==> src/rtl/pop_sorter.sv <==
// pop_sorter: multi-cycle population sorter for a genetic-algorithm pipeline.
// Loads N individuals on a start pulse, runs N odd-even transposition passes
// (one per clock) ordering by the top KEY_W bits, then publishes the OUT_N
// fittest individuals, best first, and raises done.
// Ties keep their input order because equal keys never swap.
module pop_sorter #(
    parameter int N     = 20,
    parameter int W     = 30,
    parameter int KEY_W = 10,
    parameter int OUT_N = 10
) (
    input  logic               clk,
    input  logic               rst_n,
    input  logic               start,
    input  logic [N*W-1:0]     in,
    output logic [OUT_N*W-1:0] sorted,
    output logic               done
);

    // Pass counter width: it has to hold the values 0..N.
    localparam int CNT_W = 5;

    // The counter value at which every pass has been applied and the
    // result may be published.
    localparam logic [CNT_W-1:0] PASS_END = CNT_W'(N);

    typedef enum logic [1:0] {
        ST_IDLE = 2'd0,
        ST_SORT = 2'd1,
        ST_DONE = 2'd2
    } state_t;

    state_t             state_q;
    logic [CNT_W-1:0]   pass_q;
    logic               done_q;
    logic [OUT_N*W-1:0] sorted_q;
    logic [W-1:0]       a_q [N];
    logic [W-1:0]       a_d [N];

    // Fitness key: the most significant KEY_W bits of an individual.
    function automatic logic [KEY_W-1:0] key_of(input logic [W-1:0] word);
        return word[W-1 -: KEY_W];
    endfunction

    // True when the upper element of a pair is strictly fitter than the
    // lower one; equal keys leave the pair untouched so the sort is stable.
    function automatic logic ranks_above(input logic [W-1:0] upper_w,
                                         input logic [W-1:0] lower_w);
        return (key_of(upper_w) > key_of(lower_w));
    endfunction

    // Compare-swap network: even counter pairs (0,1),(2,3)..., odd counter
    // pairs (1,2),(3,4)...; unpaired end elements pass straight through.
    always_comb begin
        for (int k = 0; k < N; k++) begin
            a_d[k] = a_q[k];
        end
        if (pass_q[0] == 1'b0) begin
            for (int k = 0; k < N - 1; k += 2) begin
                if (ranks_above(a_q[k+1], a_q[k])) begin
                    a_d[k]   = a_q[k+1];
                    a_d[k+1] = a_q[k];
                end else begin
                    a_d[k]   = a_q[k];
                    a_d[k+1] = a_q[k+1];
                end
            end
        end else begin
            for (int k = 1; k < N - 1; k += 2) begin
                if (ranks_above(a_q[k+1], a_q[k])) begin
                    a_d[k]   = a_q[k+1];
                    a_d[k+1] = a_q[k];
                end else begin
                    a_d[k]   = a_q[k];
                    a_d[k+1] = a_q[k+1];
                end
            end
        end
    end

    // Control FSM with registered outputs: load on start, one pass per
    // clock, publish the top OUT_N once all N passes are applied.
    always_ff @(posedge clk) begin
        if (!rst_n) begin
            state_q  <= ST_IDLE;
            pass_q   <= '0;
            done_q   <= 1'b0;
            sorted_q <= '0;
            for (int k = 0; k < N; k++) begin
                a_q[k] <= '0;
            end
        end else begin
            case (state_q)
                ST_IDLE, ST_DONE: begin
                    if (start) begin
                        // Fresh generation: done drops now, sorted keeps the
                        // previous result until the new one is ready.
                        for (int k = 0; k < N; k++) begin
                            a_q[k] <= in[k*W +: W];
                        end
                        pass_q  <= '0;
                        done_q  <= 1'b0;
                        state_q <= ST_SORT;
                    end else begin
                        state_q <= state_q;
                    end
                end
                ST_SORT: begin
                    if (pass_q == PASS_END) begin
                        for (int j = 0; j < OUT_N; j++) begin
                            sorted_q[j*W +: W] <= a_q[j];
                        end
                        done_q  <= 1'b1;
                        state_q <= ST_DONE;
                    end else begin
                        // start is deliberately ignored while sorting.
                        for (int k = 0; k < N; k++) begin
                            a_q[k] <= a_d[k];
                        end
                        pass_q <= pass_q + CNT_W'(1);
                    end
                end
                default: begin
                    state_q <= ST_IDLE;
                    pass_q  <= '0;
                    done_q  <= 1'b0;
                end
            endcase
        end
    end

    assign sorted = sorted_q;
    assign done   = done_q;

endmodule

==> config.mk <==
export PLATFORM = sky130hd
export DESIGN_NAME = pop_sorter
export DESIGN_NICKNAME = d
export VERILOG_FILES = /design/src/rtl/pop_sorter.sv
export SDC_FILE = /design/constraint.sdc
export NUM_CORES = 2
export LEC_CHECK = 0
export CAP_MARGIN = 25
export CORE_AREA = 2 2 355 357
export CTS_CLUSTER_SIZE = 25
export DETAILED_ROUTE_END_ITERATION = 8
export DIE_AREA = 0 0 357 359
export SYNTH_ARGS = -nofsm -noshare
export SYNTH_HDL_FRONTEND = slang
export SYNTH_SLANG_ARGS = --single-unit
==> constraint.sdc <==
create_clock -name clk -period 4.8 [get_ports clk]
set_input_delay 0.96 -clock clk [delete_from_list [all_inputs] [get_ports clk]]
set_output_delay 0.96 -clock clk [all_outputs]
set_load 0.05 [all_outputs]
==> run summary <==
Traced cell by cell, the critical path runs through buf_12, buf_12, buf_4, mux2i_1, a211oi_2. For this run, the number of standard cells in the final layout without fillers is 7156. The met1 layer usage reported by global route came out at 38.6%.

Summed over all nets, the half-perimeter wirelength after detailed placement is 150000 um. The number of distinct library cell variants in the gate-level netlist after synthesis came out at 53. The class of the most critical hold timing path is flip-flop to flip-flop. Fraction of the cycle the final worst path needs: 70.6%. In this run the tool buffered the top-level ports with 903 buffer cells. The first TritonRoute pass finished after 6 iterations. The die area was 128000 sq um. Fill cells in the final layout number 11500.

The tools report the DRC violation total after the first TritonRoute iteration as 3682. TritonCTS built the clock tree. The number of placement rows is 130. The flow ran to the end, and the final reports show no timing, DRC or antenna violations. Measured along the x axis, the die boundary spans 357 um.

The cell sitting at the root of the clock tree is a sky130_fd_sc_hd__clkbuf_16. The worst slew margin relative to its limit was 18.9%; the largest fanout of any net on the critical path was 119. Clock-pin slew was measured on the worst setup and hold paths at 60 ps. The deepest level of the CTS H-tree was 3; the post-route minimum period was 3390 ps. The worst setup path is of the flip-flop to flip-flop kind. For the number of nets produced by synthesis, the log shows 5442.

Broken down by cell family, the worst path's largest delay share belongs to buffers and inverters. The logs give 0 for the remaining global-route overflow and 720 ps for the later-pin clock latency in the skew report. The worst hold path terminates at sorted[11]$_SDFFE_PN0P_. The depth of the most critical reg-to-reg path works out to 5. The logs give 6185 for the number of nets in the layout and 0.935 for the last weighted congestion value of the routability-driven placer. Maximum number of pins on one net before global-route repair: 199.

OpenSTA, run right after detailed placement, puts the worst setup slack at 794 ps. For this run, design rule violations remaining after detail routing come to 0. The number of buffers inserted by hold repair at cts is 0, and the setup fix buffers added after clock tree synthesis is 0. The area overhead of the layout relative to synthesis was 27.4%; the via count of the first global-routing pass was 39000.

For the clock skew after layout, the log shows 27.3 ps. End of the worst register-to-register path: a_q[2][48]$_SDFFCE_PP0P_. For this run, global-route usage on met2 was measured as 49.6%. Setup total negative slack on the finished layout was measured at 0 ps.

The worst setup path startpoint is pass_q[0]$_SDFFE_PN0P_. Once the floorplan was initialized, standard cells occupied 39.9% of the core. The final count of pins violating max slew is 0, and the count of max-cap constraint violations is 0. Counting instances, the worst hold path has a depth of 2.

The hold violation count in the final report came out at 0. Yosys printed 0 warnings. The setup slack of the most critical reg-to-reg path was 1410 ps.

In the final layout, the share of cells above drive strength 1 is 13.8%. Counting flops and latches in the post-synthesis netlist gives 907. The tree built by TritonCTS fans out to 907 sinks. For the post-synthesis cell count, the log shows 4647. STA classifies the critical path endpoint as a flip-flop.

Across every metal layer, demand over resource in global routing totals 30.3%. The tightest hold path in the finished design has a slack of 454 ps. The global-route wire length before repair was 282000 um; the top-level I/O count was 904.

In this run the most critical hold path is launched from sorted[11]$_SDFFE_PN0P_. For this run, global-route usage on met3 was measured as 7.10%. For this design the ratio of total power to cell area is 450 nW/um^2. The beginning of the worst register-to-register path was pass_q[0]$_SDFFE_PN0P_. The most repeated library cell on the critical path is sky130_fd_sc_hd__buf_12. The routed layout has 39800 vias. Across the VDD grid, the largest voltage drop is 369 uV. Arrival time at the worst endpoint: 3820 ps. Setup violations remaining at the end of the flow were counted as 0. Counting along the longest clock path gives a buffer depth of 3. The cell area that synthesis handed to floorplanning was 49800 sq um. The setup slack of the critical path after layout is 1410 ps. In this run the most used layer during global routing was met2.

For the pin with the worst max-slew slack, the measured transition is 1220 ps. The critical path's largest stage delay is 850 ps, and the total power draw is 28.5 mW. After detailed placement, the design holds a cell count of 6931.

Among all stages on the critical path, the largest delay is contributed by sky130_fd_sc_hd__buf_4. Post-CTS repair changed the size of 0 cells. The logs give 48.5% for the share of synthesized area occupied by flip-flops and latches and 125000 sq um for the area inside the core boundary. The achievable clock frequency is 295 MHz. The mean post-synth cell area came out at 10.7 sq um. The startpoint kind of the worst setup timing path was a flip-flop. Setup repair after global routing left no endpoint under its margin.

Counting both buffers and inverters, the worst setup path holds a total of 3. In the routed layout, each cell is associated on average with a via count of 5.56. The tools report the leakage power total as 21.9 nW.

The number of nets with antenna violations after detailed routing is 0, and the worst path required time is 5230 ps. In this run the vertical extent of the chip is 359 um. After detailed routing, the total wire length is 200000 um. In this run, CTS created clock tree buffers numbering 104. Dividing the detail-routed wire length by the instance count gives 28.0 um.

The tools report the initial antenna violation count as 67.
[cell usage after synthesis (all sizes together)]
| cell | instances | area [sq um] |
|---|---|---|
| a211oi | 521 | 6310 |
| a21boi | 3 | 22.5 |
| o2111ai | 5 | 43.8 |
| xor2 | 3 | 26.3 |
| dfxtp | 307 | 6150 |
| o21ai | 59 | 295 |
| clkbuf | 133 | 526 |
| nand2 | 725 | 2730 |
| and4b | 1 | 10.0 |
| a221oi | 4 | 35.0 |
| a22o | 20 | 175 |
| buf | 220 | 1600 |
| and4 | 8 | 70.1 |
| a2111o | 1 | 11.3 |
| nor2 | 536 | 2010 |
| edfxtp | 600 | 18000 |
| o22ai | 1 | 6.26 |
| o211ai | 13 | 103 |
| ha | 192 | 2400 |
| o21a | 12 | 90.1 |
| o41a | 1 | 11.3 |
| nand3b | 1 | 7.51 |
| o31ai | 5 | 37.5 |
| nor2b | 10 | 62.6 |
| a21oi | 380 | 1910 |
| nand3 | 15 | 75.1 |
| nand4b | 1 | 8.76 |
| and3 | 12 | 75.1 |
| a31oi | 5 | 31.3 |
| a211o | 13 | 114 |
| nand2b | 13 | 81.3 |
| nor3 | 7 | 40.0 |
| a2111oi | 6 | 52.6 |
| and2b | 1 | 7.51 |
| and2 | 3 | 18.8 |
| a41o | 5 | 50.1 |
| a21o | 19 | 143 |
| nand4 | 32 | 200 |
| inv | 211 | 792 |
| o21ba | 3 | 30.0 |
| mux2i | 540 | 5410 |
[metal layers]
layer / share of wire (%) / vias up
met5: 0.22 / -
met4: 3.4 / 64
met3: 7.9 / 318
met2: 48 / 1521
met1: 41 / 19600
li1: - / 18300
[state kept, by name, summed over array words and instances (netlist names)]
register	count
a_q	600
sorted	300
state_q	2
pass_q	5
[placed cells by master (no fill, tap or decap), types with 6 or more instances in the layout]
master	n
sky130_fd_sc_hd__clkdlybuf4s50_1	903
sky130_fd_sc_hd__nand2_1	722
sky130_fd_sc_hd__edfxtp_1	600
sky130_fd_sc_hd__mux2i_1	540
sky130_fd_sc_hd__nor2_1	528
sky130_fd_sc_hd__a211oi_2	479
sky130_fd_sc_hd__a21oi_1	374
sky130_fd_sc_hd__dfxtp_1	306
sky130_fd_sc_hd__inv_1	210
sky130_fd_sc_hd__ha_1	192
sky130_fd_sc_hd__clkbuf_16	109
sky130_fd_sc_hd__o21ai_0	59
sky130_fd_sc_hd__buf_4	54
sky130_fd_sc_hd__a211oi_1	42
sky130_fd_sc_hd__nand4_1	32
sky130_fd_sc_hd__buf_12	32
sky130_fd_sc_hd__diode_2	31
sky130_fd_sc_hd__clkbuf_1	24
sky130_fd_sc_hd__clkinv_2	22
sky130_fd_sc_hd__a22o_1	20
sky130_fd_sc_hd__a21o_1	19
sky130_fd_sc_hd__nand3_1	14
sky130_fd_sc_hd__nand2b_1	13
sky130_fd_sc_hd__a211o_1	13
sky130_fd_sc_hd__and3_1	12
sky130_fd_sc_hd__o211ai_1	12
sky130_fd_sc_hd__clkbuf_8	12
sky130_fd_sc_hd__o21a_1	11
sky130_fd_sc_hd__nor2b_1	10
sky130_fd_sc_hd__clkinv_1	10
sky130_fd_sc_hd__and4_1	8
sky130_fd_sc_hd__nor2_4	7
sky130_fd_sc_hd__a2111oi_0	6
sky130_fd_sc_hd__nor3_1	6
[how the worst max path moves through the flow]
stage,endpoint,slack [ps],depth (start not counted)
3_5_place_dp,a_q[4][13]$_SDFFCE_PP0P_,790,7
3_3_place_gp,a_q[1][60]$_SDFFCE_PP0P_,820,7
2_1_floorplan,a_q[1][60]$_SDFFCE_PP0P_,450,9
5_1_grt,a_q[2][38]$_SDFFCE_PP0P_,1240,5
4_1_cts,a_q[1][90]$_SDFFCE_PP0P_,1260,5
6_report,a_q[2][48]$_SDFFCE_PP0P_,1410,5
[metrics by stage]
| step | util, % | cell area [sq um] |
|---|---|---|
| detailed placement | 48.1 | 59900 |
| global route | 50.9 | 63400 |
| global placement | 48.1 | 59900 |
| finish | 50.9 | 63400 |
| CTS | 50.8 | 63300 |
| floorplan | - | 49800 |
[cells by family after synthesis]
family | synth area share, %
xor gates and xnor gates | 0.0528
DFF | 48.5
and+or+nand+nor | 10.8
adders and majority gates | 4.83
AOI/OAI and AO/OA | 19.0
muxes | 10.9
buffers and inverters | 5.85
[worst reg2reg max path, stage by stage (launching register included)]
cell and delay, ps:
sky130_fd_sc_hd__dfxtp_4 360, sky130_fd_sc_hd__buf_12 600, sky130_fd_sc_hd__buf_12 610, sky130_fd_sc_hd__buf_4 1020
sky130_fd_sc_hd__mux2i_1 420, sky130_fd_sc_hd__a211oi_2 100
[layout make-up]
cell class / instances / area (sq um) / area share (%)
clock buffers: 145 / 2980 / 4.70
repair buffers: 990 / 10100 / 15.9
flip-flops and latches: 907 / 24200 / 38.1
well taps: 1650 / 2060 / 3.26
inverters: 211 / 800 / 1.26
multi-input cells: 3176 / 22900 / 36.0
clock inverters: 46 / 348 / 0.549
diodes: 31 / 77.6 / 0.122
[power by group]
part / switching, mW / internal (mW)
logic: 4.24 / 2.95
clock network: 3.49 / 4.45
registers: 2.76 / 10.7
total: 10.5 / 18.1
Note: power is estimated with default switching activity, not from simulation.
